==> src/rtl/riscv_pkg.sv <==
// Shared RISC-V front-end types and constants used by the fetch stage.
package riscv_pkg;

    localparam int unsigned XLEN = 32;

    localparam logic [XLEN-1:0] NOP_INSTR = 32'h0000_0013;
    localparam logic [XLEN-1:0] RESET_PC  = 32'h0000_0000;

    typedef enum logic [2:0] {
        BOOT,
        FETCH,
        WAIT,
        HOLD,
        KILL
    } fetch_state_e;

    // Fetch addresses are always word aligned; the low two bits are dropped.
    function automatic logic [XLEN-1:0] align_pc(input logic [XLEN-1:0] pc);
        return pc & ~XLEN'(3);
    endfunction

endpackage

==> src/rtl/fetch_stage_if_id_reg.sv <==
// IF/ID pipeline register: flush beats stall, stall beats load, otherwise bubble.
module if_id_reg #(
    parameter logic [riscv_pkg::XLEN-1:0] RESET_PC  = riscv_pkg::RESET_PC,
    parameter logic [riscv_pkg::XLEN-1:0] NOP_INSTR = riscv_pkg::NOP_INSTR
) (
    input  logic                       clk_i,
    input  logic                       rst_ni,
    input  logic                       flush_i,
    input  logic                       stall_i,
    input  logic                       load_i,
    input  logic [riscv_pkg::XLEN-1:0] instr_i,
    input  logic [riscv_pkg::XLEN-1:0] pc_i,
    output logic [riscv_pkg::XLEN-1:0] instr_o,
    output logic [riscv_pkg::XLEN-1:0] pc_o,
    output logic [riscv_pkg::XLEN-1:0] pc_plus4_o,
    output logic                       valid_o
);
    localparam int unsigned W = riscv_pkg::XLEN;

    always_ff @(posedge clk_i or negedge rst_ni) begin
        if (!rst_ni) begin
            instr_o    <= NOP_INSTR;
            pc_o       <= RESET_PC;
            pc_plus4_o <= RESET_PC + W'(4);
            valid_o    <= 1'b0;
        end else if (flush_i) begin
            // PC fields keep their last value so debug still sees where we were.
            instr_o <= NOP_INSTR;
            valid_o <= 1'b0;
        end else if (stall_i) begin
            instr_o    <= instr_o;
            pc_o       <= pc_o;
            pc_plus4_o <= pc_plus4_o;
            valid_o    <= valid_o;
        end else if (load_i) begin
            instr_o    <= instr_i;
            pc_o       <= pc_i;
            pc_plus4_o <= pc_i + W'(4);
            valid_o    <= 1'b1;
        end else begin
            instr_o <= NOP_INSTR;
            valid_o <= 1'b0;
        end
    end

endmodule

==> src/rtl/fetch_stage.sv <==
// Instruction fetch: owns the PC, issues single-outstanding imem requests,
// buffers a response across stalls and discards responses made stale by redirects.
module fetch_stage #(
    parameter logic [riscv_pkg::XLEN-1:0] RESET_PC  = riscv_pkg::RESET_PC,
    parameter logic [riscv_pkg::XLEN-1:0] NOP_INSTR = riscv_pkg::NOP_INSTR
) (
    input  logic                       clk_i,
    input  logic                       rst_ni,
    input  logic                       stall_i,
    input  logic                       flush_i,
    input  logic                       redirect_i,
    input  logic [riscv_pkg::XLEN-1:0] redirect_pc_i,
    output logic                       imem_req_o,
    output logic [riscv_pkg::XLEN-1:0] imem_addr_o,
    input  logic                       imem_rvalid_i,
    input  logic [riscv_pkg::XLEN-1:0] imem_rdata_i,
    output logic [riscv_pkg::XLEN-1:0] instr_o,
    output logic [riscv_pkg::XLEN-1:0] pc_o,
    output logic [riscv_pkg::XLEN-1:0] pc_plus4_o,
    output logic                       valid_o
);
    import riscv_pkg::*;

    localparam int unsigned W = XLEN;

    fetch_state_e   state_q, state_d;
    logic [W-1:0]   pc_q, pc_d;
    logic [W-1:0]   buf_q, buf_d;
    logic           req_q;
    logic           load_c;
    logic [W-1:0]   load_instr_c;
    logic [W-1:0]   target_c;
    logic [W-1:0]   pc_next_c;

    assign target_c  = align_pc(redirect_pc_i);
    assign pc_next_c = pc_q + W'(4);

    always_ff @(posedge clk_i or negedge rst_ni) begin
        if (!rst_ni) begin
            state_q <= BOOT;
            pc_q    <= RESET_PC;
            buf_q   <= NOP_INSTR;
            req_q   <= 1'b0;
        end else begin
            state_q <= state_d;
            pc_q    <= pc_d;
            buf_q   <= buf_d;
            // Request is a flop so no input reaches imem_req_o combinationally.
            req_q   <= (state_d == FETCH);
        end
    end

    // Next-state, PC update and IF/ID load generation.
    always_comb begin
        state_d      = state_q;
        pc_d         = pc_q;
        buf_d        = buf_q;
        load_c       = 1'b0;
        load_instr_c = imem_rdata_i;

        case (state_q)
            BOOT: state_d = FETCH;

            FETCH: begin
                if (redirect_i) begin
                    pc_d    = target_c;
                    state_d = KILL;
                end else begin
                    state_d = WAIT;
                end
            end

            WAIT: begin
                if (imem_rvalid_i) begin
                    if (redirect_i) begin
                        pc_d    = target_c;
                        state_d = FETCH;
                    end else if (!stall_i) begin
                        load_c  = 1'b1;
                        pc_d    = pc_next_c;
                        state_d = FETCH;
                    end else begin
                        buf_d   = imem_rdata_i;
                        state_d = HOLD;
                    end
                end else if (redirect_i) begin
                    pc_d    = target_c;
                    state_d = KILL;
                end
            end

            HOLD: begin
                if (redirect_i) begin
                    pc_d    = target_c;
                    state_d = FETCH;
                end else if (!stall_i) begin
                    load_c       = 1'b1;
                    load_instr_c = buf_q;
                    pc_d         = pc_next_c;
                    state_d      = FETCH;
                end
            end

            // Wait out the in-flight response of an abandoned request.
            KILL: begin
                if (redirect_i) begin
                    pc_d = target_c;
                end
                if (imem_rvalid_i) begin
                    state_d = FETCH;
                end
            end

            default: state_d = BOOT;
        endcase
    end

    assign imem_req_o  = req_q;
    assign imem_addr_o = pc_q;

    if_id_reg #(
        .RESET_PC  (RESET_PC),
        .NOP_INSTR (NOP_INSTR)
    ) u_if_id_reg (
        .clk_i      (clk_i),
        .rst_ni     (rst_ni),
        .flush_i    (flush_i),
        .stall_i    (stall_i),
        .load_i     (load_c),
        .instr_i    (load_instr_c),
        .pc_i       (pc_q),
        .instr_o    (instr_o),
        .pc_o       (pc_o),
        .pc_plus4_o (pc_plus4_o),
        .valid_o    (valid_o)
    );

endmodule

==> config.mk <==
export PLATFORM = sky130hd
export DESIGN_NAME = fetch_stage
export DESIGN_NICKNAME = d
export VERILOG_FILES = /design/src/rtl/riscv_pkg.sv /design/src/rtl/fetch_stage_if_id_reg.sv /design/src/rtl/fetch_stage.sv
export SDC_FILE = /design/constraint.sdc
export NUM_CORES = 1
export LEC_CHECK = 0
export ABC_AREA = 1
export CAP_MARGIN = 40
export CORE_MARGIN = 2
export CORE_UTILIZATION = 40
export DETAILED_ROUTE_END_ITERATION = 10
export PLACE_DENSITY_LB_ADDON = 0.3
export SKIP_LAST_GASP = 1
export SYNTH_ARGS = -nofsm -noshare
export SYNTH_HDL_FRONTEND = slang
export SYNTH_SLANG_ARGS = --single-unit
==> constraint.sdc <==
create_clock -name clk_i -period 3.7 [get_ports clk_i]
set_input_delay 0.74 -clock clk_i [delete_from_list [all_inputs] [get_ports clk_i]]
set_output_delay 0.74 -clock clk_i [all_outputs]
set_load 0.1 [all_outputs]
Word level (Yosys, flattened, before mapping)
Index checks and enable logic that the tools add are counted.

cells by class
  mux-type cells = 26
  bitwise operators = 3
  equality and inequality tests = 6
  reductions and logical operators = 5
  $add $sub $neg = 1

operators with widths
  operator                                                                  count
  32-bit two-way mux                                                        9
  32-bit case mux with 3 select lines                                       1
  32-bit by 3-bit adder with 32-bit output (second input constant)          1
  3-bit two-way mux                                                         6
  3-bit case mux with 5 select lines                                        1
  3-bit by 1-bit equality test with 1-bit output (second input constant)    2
  3-bit by 2-bit equality test with 1-bit output (second input constant)    2
  1-bit two-way mux                                                         6
  2-bit two-way mux                                                         2
  4-bit AND reduction                                                       1
  3-bit equality test (second input constant)                               1
  3-bit zero test                                                           1
  1-bit inverter                                                            3
  3-bit AND reduction                                                       1
  3-bit nonzero test                                                        1
  2-bit by 1-bit inequality test with 1-bit output (second input constant)  1
  1-bit case mux with 2 select lines                                        1
  2-bit OR reduction                                                        1

word-level totals
  input port bits = 70
  output and inout port bits = 130
  flip-flop bits (word level) = 165

Depth between registers and ports, before layout
Gate-level depths: netlist of run 1.

  depth after elaboration = 7
  depth in mapped cells = 12
  depth with buffers taken out = 11

Cells and area by module
A second synthesis of run 1 with hierarchy kept.

unflattened totals
  cells, all modules = 1286
  area, all modules = 9387.8 µm²

modules (own cells, without submodules)
  module       cells each  times used  area each (µm²)
  fetch_stage  775         1           5052.3
  if_id_reg    511         1           4335.4

Least setup slack after synthesis of run 1
Ideal clock, no wire load.

  kind = reg2reg
  start point = register pc_q[3], in the netlist imem_addr_o[3]
  end point = register pc_q[16], in the netlist imem_addr_o[16]
  data required time = 3622 ps
  slack = 1426 ps
  period minus slack after synthesis = 2274 ps
  stages on the path, launching flop included = 9
  data arrival time = 2196 ps
  buffers on the path = 0
  path through = dfrtp_1 ha_1 nand3_1 nor2_1 inv_1 nor2_1 xor2_1 nand2_1 a21oi_1

on the way
  word-level cells in the longest chain between the ends = 5

ends and longest elaborated chain
  element                                       line                                  source
  from (decl)                                   fetch_stage.sv:27                     logic [W-1:0] pc_q, pc_d;
  from (signal assigned)                        fetch_stage.sv:46                     pc_q <= pc_d;
  32-bit by 3-bit adder with 32-bit output (*)  fetch_stage.sv:36                     assign pc_next_c = pc_q + W'(4);
  32-bit two-way mux (*)                        fetch_stage.sv:78, fetch_stage.sv:96
  32-bit two-way mux (*)                        fetch_stage.sv:75                     if (redirect_i) begin
  32-bit two-way mux                            fetch_stage.sv:74                     if (imem_rvalid_i) begin
  32-bit case mux with 3 select lines (*)       fetch_stage.sv:61                     case (state_q)

Mark *: on every way between the ends. The rest lies on a longest branch, timed or not.
A chain may end at the register's enable or synchronous reset.

Final worst setup path of run 1
  start point = register pc_q[14], in the netlist imem_addr_o[14]
  end point = output imem_addr_o[14] (netlist name)

RTL lines
  element    line               source
  to (decl)  fetch_stage.sv:14  output logic [riscv_pkg::XLEN-1:0] imem_addr_o,

No word-level cell between the ends.

==> results.toml, run 1 <==
[clock_network]
ctsHoldBuffers = 0
cts_buffers = 17
cts_tree = "built"
post_cts_buffers = 0
cts_htree_levels = 4
cts.reportedPaths.clkPinSlew_ns = 0.07
root_buffer = "clkbuf_16"
ctsResizeCount = 0
insertion_delay_ns = 0.43
clock_sinks = 163
clk_path_buf_depth = 2

[placed_design]
place_ws_ns = 0.897
port_buffers = 197
gp_congestion = 0.899
dp_hpwl_mm = 19.5

[timing]
slew_headroom_pct = 51.5
worst_slack_ns = 1.25
fin_setup_tns_ns = 0
hold_viol = 0
tightestPinTransition_ns = 0.727
skew_ns = 0.0108
rsz0062_at_grt = "false"
fin_crit_ns = 2.45
finalCritPeriodShare_pct = 66.2
max_freq_mhz = 408
setup_viol = 0
maxSlewViolCount = 0

[route]
drcViolationCount = 0
drt_iter0_drc = 593
wl_per_cell_um = 16.8
firstDrtPassIters = 5
antenna_left = 0
vias_per_cell = 5.02
wl_mm = 26.9
vias = 8050

[finish]
fin_nets = 1391
fill_cells = 1553
final_util_pct = 64.8
antenna_cells = 0
final_cell_mix = "299 x nand2_1, 191 x clkdlybuf4s50_1, 156 x dfrtp_1, 115 x nor2_1, 101 x buf_8"
area_delta_synth_final_pct = 60.0
final_common_cell = "nand2_1"
drive_above_1_share_pct = 17.0

[worst_setup_path]
end_kind = "primary output"
crit_buf_inv = 2
r2r_start = "state_q[2]"
max_stage_delay_ns = 0.59
worstPathArrival_ns = 1.71
r2r_slack_ns = 1.46
required_ns = 2.96
regToRegEndpoint = "imem_addr_o[26]"
reg2regPathDepth = 9
crit_family = "buffers and inverters"
crit_start = "imem_addr_o[14]"
cp_slowest_cell = "clkdlybuf4s50_1"
path_class = "flip-flop to primary output"
setup.worst_path.start_class = "flip-flop"
worstPathMaxFanout = 6
crit_path_cell_trace = "clkdlybuf4s50_1 > buf_8"

[die]
ioPinCount = 200
initial_utilization_pct = 40.5
coreArea_um2 = 20100
die-area_um2 = 21500
placementRows = 52
dieHeight_um = 147
die_x_um = 147

[status]
status = "finished clean"

[synth]
syn_inst = 1018
synth_seq_cells = 163
synth_cell_types = 37
syn-num-nets = 1089
ys_warn_count = 0
syn-cell-area_um2 = 8140
avgSynthCellArea_um2 = 7.99
synth_seq_area_share_pct = 50.2

[power]
p_leak_nw = 6.03
ir_worst_vdd_v = 0.000461
cellPowerDensity_nw_per_um2 = 1000

[global_route]
grt_pass1_vias = 8032
grt_first_pass_wirelength_mm = 43.2
gr-total-overflow = 0
grt_usage_pct = 25.4
antenna_found_initial = 1
grt_max_degree = 92

[worst_hold_path]
holdCritPathClass = "input port to async pin"

[job]
cap_violations = 0
[metrics by stage]
step	hold WS (ns)	area, um2	cells	power (mW)
6_report	0.317	13000	1602	13.1
5_1_grt	0.363	13000	1602	13.6
4_1_cts	0.334	13000	1602	13.1
3_5_place_dp	0.467	12400	1571	11.2
3_3_place_gp	0.461	10200	1445	9.42
2_1_floorplan	0.444	8140	1018	7.86
[how the worst max path moves through the flow]
stage | slack [ns] | endpoint | cells after the start
3_3_place_gp | 0.93 | buf_q[10] | 7
5_1_grt | 1.19 | u_if_id_reg.instr_o[31] | 9
3_5_place_dp | 0.90 | buf_q[9] | 7
4_1_cts | 1.23 | imem_addr_o[14] | 2
6_report | 1.25 | imem_addr_o[14] | 2
2_1_floorplan | 1.43 | imem_addr_o[16] | 8
[synthesized netlist by cell type, drive strengths merged]
library cell	number	area, um2
nand3b	1	7.51
clkbuf	13	51.3
nor3	3	15.0
o21ai	156	785
ha	1	12.5
and2	3	18.8
a21oi	28	140
dfrtp	156	3900
a31oi	10	62.6
dfstp	7	184
inv	88	333
mux2	18	248
xor2	11	96.3
o211ai	6	45.0
nand2	305	1160
nor2	126	536
or2	1	6.26
xnor2	1	8.76
o31ai	1	7.51
a22oi	1	7.51
nand3	43	228
nand4	2	27.5
buf	37	255
[logic make-up after synthesis]
| logic type | Yosys count | share of synthesized area [%] |
|---|---|---|
| AOI/OAI and AO/OA | 202 | 12.9 |
| xor gates and xnor gates | 12 | 1.29 |
| adders and majority gates | 1 | 0.154 |
| buffers and inverters | 138 | 7.86 |
| DFF | 163 | 50.2 |
| muxes | 18 | 3.05 |
| and+or+nand+nor | 484 | 24.5 |
[worst register-to-register path, cell delays in order, from the launching register on]
cell,delay [ns]
dfrtp_1,0.47
nor2_4,0.23
nand2_2,0.10
nand2_1,0.15
nand2_2,0.26
inv_2,0.35
nand2_2,0.26
nor2_1,0.16
nor2_1,0.06
a21oi_1,0.13
[layout make-up]
class / instances / area (um2) / share of cell area (%)
Timing Repair Buffer: 333 / 4260 / 32.7
Sequential cell: 163 / 4090 / 31.4
Multi-Input combinational cell: 717 / 3410 / 26.2
Clock buffer: 19 / 433 / 3.33
Tap cell: 270 / 338 / 2.59
Inverter: 88 / 333 / 2.56
Clock inverter: 12 / 153 / 1.17
[flip-flops by register name, summed over array words and instances (netlist names)]
| signal | flops |
|---|---|
| buf_q | 32 |
| imem_addr_o | 32 |
| imem_req_o | 1 |
| state_q | 3 |
| u_if_id_reg.instr_o | 32 |
| u_if_id_reg.pc_o | 30 |
| u_if_id_reg.pc_plus4_o | 32 |
| u_if_id_reg.valid_o | 1 |
[metal layers]
metal | vias to the layer above | global-route usage [%] | wire (um)
met2 | 309 | 41.5 | 13100
met1 | 3821 | 32.7 | 11300
met4 | 2 | 10.4 | 747
met3 | 54 | 5.94 | 1790
met5 | - | 0 | 13
li1 | 3864 | - | -
[where the power goes]
| group | leakage [nW] | switching, mW | internal (mW) | total (mW) |
|---|---|---|---|---|
| logic | 3.65 | 5.46 | 2.87 | 8.32 |
| clock network | 0.288 | 0.752 | 1.06 | 1.81 |
| registers | 2.10 | 0.538 | 2.38 | 2.92 |
| total | 6.03 | 6.74 | 6.31 | 13.1 |
No activity file was read; power rests on OpenSTA's default activity.
==> inputs of run 2 (changes only) <==
==> constraint.sdc (replaced) <==
create_clock -name clk_i -period 2.1 [get_ports clk_i]
set_input_delay 0.42 -clock clk_i [delete_from_list [all_inputs] [get_ports clk_i]]
set_output_delay 0.42 -clock clk_i [all_outputs]
set_load 0.1 [all_outputs]
==> run 2 against run 1 <==
Register-to-register slack got worse by 1.3 ns. Core utilization is 11 points lower. Worst hold slack improved by 0.16 ns. Design area down 17%. Non-clock buffer count shrank 99. Critical path type is now flip-flop to flip-flop. Via count is 9.2% lower. Worst setup slack worse by 1.1 ns.
==> results.toml, run 2 (synthesized netlist as in run 1, its figures left out) <==
[clock_network]
cts_buffers = 17
cts_tree = "built"
clock_sinks = 163
clk_path_buf_depth = 2
root_buffer = "clkbuf_16"
cts_htree_levels = 4
cts.reportedPaths.clkPinSlew_ns = 0.07
insertion_delay_ns = 0.42
post_cts_buffers = 0

[global_route]
grt_first_pass_wirelength_mm = 37.3
grt_max_degree = 76
antenna_found_initial = 0
grt_usage_pct = 22.0
grt_pass1_vias = 6923
gr-total-overflow = 0

[worst_setup_path]
max_stage_delay_ns = 0.43
cp_common_cell = "nand2_1"
worstPathMaxFanout = 6
crit_family = "simple AND/OR/NAND/NOR gates"
crit_buf_inv = 0
required_ns = 2.44
end_kind = "flip-flop"
path_class = "flip-flop to flip-flop"
worstPathArrival_ns = 2.27
crit_path_cell_trace = "ha_1 > nand2_1 > nor2_1 > nand2_1 > nor2_2 > xor2_1 > nand2_1 > a22oi_1"
cp_slowest_cell = "dfrtp_2"
setup.worst_path.start_class = "flip-flop"

[die]
initial_utilization_pct = 40.5
die_x_um = 147
ioPinCount = 200
placementRows = 52
coreArea_um2 = 20100
dieHeight_um = 147
die-area_um2 = 21500

[finish]
fin_cells = 1504
final_cell_mix = "299 x nand2_1, 156 x buf_4, 153 x dfrtp_1, 114 x nor2_1, 92 x o21ai_0"
area_delta_synth_final_pct = 32.9
final_common_cell = "nand2_1"
drive_above_1_share_pct = 20.9
fin_nets = 1292
multi_input_area_um2 = 3420
antenna_cells = 0
seq_area_um2 = 4090
fill_cells = 1890

[timing]
tightestPinTransition_ns = 0.452
timing.hold.ws_ns = 0.480
skew_ns = 0.0112
finalCritPeriodShare_pct = 91.7
slew_headroom_pct = 69.9
maxSlewViolCount = 0
fin_crit_ns = 1.93
rsz0062_at_grt = "false"
max_freq_mhz = 519
hold_viol = 0
setup_viol = 0

[placed_design]
dp_cells = 1471
gp_congestion = 0.872
dp_hpwl_mm = 17.0
port_buffers = 197

[route]
drcViolationCount = 0
wl_per_cell_um = 15.5
drt-met1-wl_mm = 10.7
drt_iter0_drc = 447
firstDrtPassIters = 5
vias_per_cell = 4.86
topRoutingLayerUsed = "met4"
wl_met3_mm = 1.74
antenna_left = 0
wl_mm = 23.3
vias = 7308
route.met2.wl_mm = 10.3

[worst_hold_path]
holdCritPathClass = "flip-flop to flip-flop"

[job]
cap_violations = 0

[status]
status = "finished clean"
==> run 2: cell count changes in the layout (fill, tap and decap cells not counted), moves of 3 or more <==
cell,before,now
buf_12,2,10
buf_8,101,0
dfrtp_2,0,3
clkinv_4,0,3
buf_4,12,156
buf_16,25,0
clkdlybuf4s50_1,191,65
dfrtp_1,156,153
==> run 2: metrics by stage <==
step	setup TNS, ns	cell area [um2]	setup slack [ns]	utilization, %
global route	0	10800	0.0922	53.8
detailed placement	-0.00421	10200	-0.00421	50.8
floorplan	0	8140	0.0195	-
global placement	0	10200	0.0454	50.8
CTS	0	10800	0.0977	53.8
finish	0	10800	0.173	53.8
==> run 2: metal layers <==
metal / GRT usage, % / vias up
met2: 33.0 / 247
met5: 0 / -
met3: 5.97 / 38
li1: - / 3661
met1: 30.3 / 3362
met4: 8.40 / 0
==> run 2: final timing paths <==
check                               startpoint                          to  slack (ns)  cells past startpoint
worst min register to register        buf_q[8]                    buf_q[8]        0.48                      2
worst max-delay path            imem_addr_o[2]             imem_addr_o[12]        0.17                      8
worst min-delay path                  buf_q[8]                    buf_q[8]        0.48                      2
min in group asynchronous               rst_ni         u_if_id_reg.pc_o[6]        0.49                      2
worst max register to register  imem_addr_o[2]             imem_addr_o[12]        0.17                      8
max in group asynchronous               rst_ni  u_if_id_reg.pc_plus4_o[24]        0.93                      3
==> run 2: layout make-up <==
class	count	area share (%)
Multi-Input combinational cell	717	31.6
Tap cell	270	3.13
Sequential cell	163	37.9
Timing Repair Buffer	234	18.9
Inverter	88	3.08
Clock inverter	14	1.42
Clock buffer	18	3.97
==> run 2: repair_timing <==
item                                   CTS  global route
resized for setup                        0             1
endpoints found under the hold margin   40             0
setup endpoints to repair                0             1
hold buffers                             1             0
==> run 2: tightest hold or removal path, delay by kind of cell (launching register included) <==
family	cells	cell delay (ns)
simple gates	1	0.05
compound gates	1	0.06
flops	1	0.34
Power of run 2 is not shown: default switching activity piles up to over one toggle a cycle in this logic, so the estimate is an artifact.
